<file path="src/rtl/switch_debouncer.sv">
`default_nettype none
// ============================================================================
// Module      : switch_debouncer
// Description : Synchronises an asynchronous switch word, debounces it as a
//               whole, and presents each new stable value once over a
//               valid/ready handshake together with the changed-bit mask.
// Revision    : 1.0 - initial release
// ============================================================================
module switch_debouncer #(
  parameter int DATA_WIDTH      = 16,
  parameter int SYNC_DEPTH      = 2,
  parameter int DEBOUNCE_CYCLES = 1000000,
  parameter int CNT_WIDTH       = $clog2(DEBOUNCE_CYCLES)
) (
  input  logic                  clk,
  input  logic                  n_rst,
  input  logic [DATA_WIDTH-1:0] i_async_data,
  output logic [DATA_WIDTH-1:0] o_data,
  output logic [DATA_WIDTH-1:0] o_toggled,
  output logic                  o_valid,
  input  logic                  i_ready
);

  // Terminal value of the stability counter; it never counts past this.
  localparam logic [CNT_WIDTH-1:0] c_CNT_LAST = CNT_WIDTH'(DEBOUNCE_CYCLES - 1);

  typedef enum logic [1:0] {
    IDLE    = 2'd0,
    SETTLE  = 2'd1,
    PRESENT = 2'd2
  } state_t;

  state_t                               r_state;
  state_t                               w_state_nxt;
  logic [SYNC_DEPTH-1:0][DATA_WIDTH-1:0] r_sync;
  logic [DATA_WIDTH-1:0]                w_syncd;
  logic [DATA_WIDTH-1:0]                r_cand;
  logic [DATA_WIDTH-1:0]                w_cand_nxt;
  logic [CNT_WIDTH-1:0]                 r_cnt;
  logic [CNT_WIDTH-1:0]                 w_cnt_nxt;
  logic [DATA_WIDTH-1:0]                r_data;
  logic [DATA_WIDTH-1:0]                w_data_nxt;
  logic [DATA_WIDTH-1:0]                r_toggled;
  logic [DATA_WIDTH-1:0]                w_toggled_nxt;

  // Multi-flop synchroniser chain; every switch bit shares the same chain.
  always_ff @(posedge clk or negedge n_rst) begin
    if (!n_rst) begin
      r_sync <= '0;
    end else begin
      r_sync[0] <= i_async_data;
      for (int i = 1; i < SYNC_DEPTH; i++) begin
        r_sync[i] <= r_sync[i-1];
      end
    end
  end

  assign w_syncd = r_sync[SYNC_DEPTH-1];

  // State, candidate word, stability counter and committed outputs.
  always_ff @(posedge clk or negedge n_rst) begin
    if (!n_rst) begin
      r_state   <= IDLE;
      r_cand    <= '0;
      r_cnt     <= '0;
      r_data    <= '0;
      r_toggled <= '0;
    end else begin
      r_state   <= w_state_nxt;
      r_cand    <= w_cand_nxt;
      r_cnt     <= w_cnt_nxt;
      r_data    <= w_data_nxt;
      r_toggled <= w_toggled_nxt;
    end
  end

  // Next-state logic: a change restarts the window, a full quiet window
  // commits the word unless it simply returned to the committed value.
  always_comb begin
    w_state_nxt   = r_state;
    w_cand_nxt    = r_cand;
    w_cnt_nxt     = r_cnt;
    w_data_nxt    = r_data;
    w_toggled_nxt = r_toggled;
    case (r_state)
      IDLE: begin
        w_cnt_nxt = '0;
        if (w_syncd != r_data) begin
          w_cand_nxt  = w_syncd;
          w_state_nxt = SETTLE;
        end
      end
      SETTLE: begin
        if (w_syncd != r_cand) begin
          w_cand_nxt = w_syncd;
          w_cnt_nxt  = '0;
        end else if (r_cnt == c_CNT_LAST) begin
          w_cnt_nxt = '0;
          if (r_cand == r_data) begin
            w_state_nxt = IDLE;
          end else begin
            w_data_nxt    = r_cand;
            w_toggled_nxt = r_cand ^ r_data;
            w_state_nxt   = PRESENT;
          end
        end else begin
          w_cnt_nxt = r_cnt + 1'b1;
        end
      end
      PRESENT: begin
        w_cnt_nxt = '0;
        if (i_ready) begin
          w_state_nxt = IDLE;
        end
      end
      default: begin
        w_state_nxt = IDLE;
        w_cnt_nxt   = '0;
      end
    endcase
  end

  assign o_valid   = (r_state == PRESENT);
  assign o_data    = r_data;
  assign o_toggled = r_toggled;

endmodule
`default_nettype wire

</file>
<file path="config.mk">
export PLATFORM = sky130hd
export DESIGN_NAME = switch_debouncer
export DESIGN_NICKNAME = d
export VERILOG_FILES = /design/src/rtl/switch_debouncer.sv
export SDC_FILE = /design/constraint.sdc
export NUM_CORES = 1
export LEC_CHECK = 0
export CAP_MARGIN = 20
export CORE_MARGIN = 10
export CORE_UTILIZATION = 40
export DETAILED_ROUTE_END_ITERATION = 10
export MAX_ROUTING_LAYER = met4
export SYNTH_ARGS = -nofsm -noshare
export SYNTH_HDL_FRONTEND = slang
export SYNTH_SLANG_ARGS = --single-unit
</file>
<file path="constraint.sdc">
create_clock -name clk -period 3.55 [get_ports clk]
set_clock_uncertainty 0.15 [all_clocks]
set_input_delay 0.355 -clock clk [delete_from_list [all_inputs] [get_ports clk]]
set_output_delay 0.355 -clock clk [all_outputs]
set_load 0.1 [all_outputs]
</file>
==> summary.md <==
| Metric | Value |
|---|---|
| P_sw | `465.7 µW` |
| Slowest CP cell | `dfrtp_1` |
| Synthesized Nets | `336` |
| Top-count cell post-synth | `dfrtp_1` |
| Post-synth EDFFs | `0` |
| Initial antenna violation count | `0` |
| DPL Wire Length | `6196 µm` |
| Vias in the first global route | `between 2000 and 3000` |
| CTS buffer count | `9` |
| Synth warnings | `0` |
| Post-route ant nets | `0` |
| Final worst setup slack | `slightly below 0.9 ns` |
| Final setup violation count | `0` |
| FF-to-FF path depth | `7` |
| Delay-heaviest family, CP | `simple AND/OR/NAND/NOR gates` |
| Synth cell types | `32` |
| Metal2 WL | `3983 µm` |
| Post-synth top area cell | `dfrtp_1` |
| Leak | `0.002318 µW` |
| Synth async-reset ratio | `1.000` |
| WP data arrival | `2.76 ns` |
| Hold EP | `w_syncd[2]` |
| Final wirelength | `8355 µm` |
| Worst-path fanout max | `25` |
| Fmax achieved | `0.3763 GHz` |
| Syn Inst Count | `between 300 and 400` |
| CP Launch Type | `register` |
| Internal | `1654 µW` |
| R2r setup slk | `0.89 ns` |
| H-tree Lvls | `3` |
| Worst Path Required | `3.65 ns` |
| Switching portion of total power | `0.2197` |
| Antenna diode count | `0` |
| # resized after CTS | `0` |
| Drt first pass iters | `4` |
| Worst hold-check path type | `reg -> reg` |
| Slowest stage delay, CP | `0.43 ns` |
| Max Slew Vio Count | `0` |
| VDD IR max | `between 0.3 and 0.4 mV` |
| Die Area | `15350 µm²` |
| Max-capacitance violation count | `0` |
| Die height | `123.9 µm` |
| Layout cells sized above 1 | `0.1811` |
| Hold Crit Start | `r_sync[2]` |
| DRT met1 WL | `3813 µm` |
| Pre-CTS setup slack | `0.8825 ns` |
| Synthesis-to-finish area growth | `20.86%` |
| Crit path cell chain | `xor2_1 -> nor4b_2 -> nand3_1 -> nor3_1 -> nand4b_2 -> buf_12 -> mux2_4` |
| # IOs | `52` |
| Synth top area share | `0.5910` |
| Buf+Inv Stages, Crit Path | `1` |
| Pin count of the biggest net entering global routing | `74` |
| Final period util | `0.7487` |
| FF-to-FF End | `o_data[2]` |
| Core area | `10420 µm²` |
| Routed vias/inst | `4.712` |
| GRT overflow | `0` |
| Net count, final | `396` |
| Total number of vias | `2436` |
| Clock network fraction of total power | `0.379` |
| Status | `complete, no violations` |
| Fin Hold WS | `0.2016 ns` |
| Sequential share of power | `0.573` |
| Met3 wire length | `434 µm` |
| Total Neg Setup Slack | `0 ns` |
| Post-Syn Area per Cell | `around 14 µm²` |
| GRT Util Overall | `0.1207` |
| Clock Latency Late Sink | `about 0.37 ns` |
| Clock sinks | `about 100` |
| Die X | `123.9 µm` |
| CP Class | `reg -> reg` |
| Pwr Density | `406.0 nW/µm²` |
| Logic gate share of total power | `0.048` |
| Seq/Total Area, Yosys | `0.5910` |
| Starting Density | `0.4147` |
| CTS Root Cell | `clkbuf_8` |
| Reg clk slew, reported paths | `around 0.1 ns` |
| GP Congestion | `around 0.73` |
| Min Tclk post-route | `about 2.7 ns` |
| Rows | `37` |
| R2r startpoint | `r_cand[13]` |
| IO Port Bufs | `51` |
| Most frequent cells after synthesis | `102 x dfrtp_1, 37 x xor2_1, 29 x xnor2_1, 23 x mux2_4, 23 x nor2_1` |
| First-pass GRT wire length | `roughly 14000 µm` |
| Final hold violations | `0` |
| Hold path cells | `0` |
| Slew @ Worst Pin | `1.011 ns` |
| DRC | `0` |
| RSZ-0062 raised after global routing | `false` |
| Ranking of synthesized cells by area | `dfrtp_1 59%, mux2_4 8.0%, xor2_1 7.5%` |
| Worst setup EP type | `register` |
| Ys flop type | `dfrtp_1` |
| CTS tree | `done` |
| Mapped cell area | `roughly 4300 µm²` |
| Drt wl/cell | `16.16 µm` |
| Clock buffer depth | `2` |
| Yosys reg bits | `around 100` |
| DR top layer | `met4` |
| Initial DRC count | `129` |
| Slew headroom | `0.3238` |
## worst register-to-register path, stage by stage, from the launching register on
cell and delay (ns):
dfrtp_1 0.43, xor2_1 0.21, nor4b_2 0.29, nand3_1 0.10, nor3_1 0.29, nand4b_2 0.41
buf_12 0.34, mux2_4 0.32
## layout by cell type, fill, tap and decap left out, types with 4 or more instances in the layout
cell | netlist | final
dfrtp_1 | 102 | 102
clkdlybuf4s50_1 | 0 | 49
xor2_1 | 37 | 37
xnor2_1 | 29 | 29
nor2_1 | 23 | 23
mux2_4 | 23 | 23
mux2_2 | 19 | 19
nand3_1 | 13 | 13
nand2_1 | 10 | 10
clkbuf_8 | 0 | 10
inv_1 | 8 | 8
nor4_1 | 7 | 7
nand4_1 | 7 | 7
mux2i_1 | 6 | 6
buf_4 | 0 | 5
and3_1 | 4 | 4
nor3_1 | 4 | 4
## what timing repair did
action	in CTS	in global routing
setup buffers	0	0
hold buffers	1	0
endpoints found under the hold margin	71	0
## state kept, by name, summed over array words and instances, names as in the netlist
signal     count
w_syncd       16
r_cnt         20
o_data        16
r_cand        16
r_sync        16
o_toggled     16
r_state        2
## layer usage
metal,vias to the layer above,GRT usage
met5,-,-
met4,0,0.04101
met3,11,0.03484
met2,47,0.1854
met1,1185,0.1501
li1,1193,-
## metrics by stage
step           cells  total power, µW    util  instance area [µm²]
3_3_place_gp     500             1341  0.4787                 4986
5_1_grt          517             2218  0.5011                 5220
4_1_cts          517             2156  0.5011                 5220
2_1_floorplan    316             1278       -                 4319
6_report         517             2119  0.5011                 5220
3_5_place_dp     500             1342  0.4787                 4986
## layout make-up
| cell class | instances | area [µm²] |
|---|---|---|
| multi-input combinational | 199 | 1685 |
| clock buffer | 11 | 141.4 |
| sequential | 102 | 2552 |
| timing repair buffer | 56 | 558.0 |
| tap | 136 | 170.2 |
| clock inverter | 5 | 82.58 |
| fill | 905 | 5196 |
| inverter | 8 | 30.03 |
## power groups by stage
stage	clock network (µW)	registers [µW]	logic [µW]
global placement	0	1240	105
finish	803	1210	102
global route	883	1220	116
detailed placement	0	1240	105
floorplan	0	1230	45.9
CTS	835	1210	107
## worst max-delay path by stage
stage,startpoint,endpoint,slack (ns),cells after the start
final,r_cand[13],o_data[2],0.89,7
after global routing,r_cand[13],o_data[14],0.69,7
after CTS,r_cand[13],o_data[14],0.85,7
after detailed placement,r_cnt[15],o_data[14],0.88,5
after global placement,r_cand[13],o_data[3],0.89,7
after floorplan,o_data[12],o_data[2],1.01,7
## cell families after synthesis
| logic type | synth area share |
|---|---|
| xor gates and xnor gates | 0.1338 |
| DFF | 0.5910 |
| and+or+nand+nor | 0.1060 |
| AOI/OAI and AO/OA | 0.004054 |
| adders and majority gates | 0.002896 |
| muxes | 0.1434 |
| buffers and inverters | 0.01883 |
(Power assumes the default switching activity.)
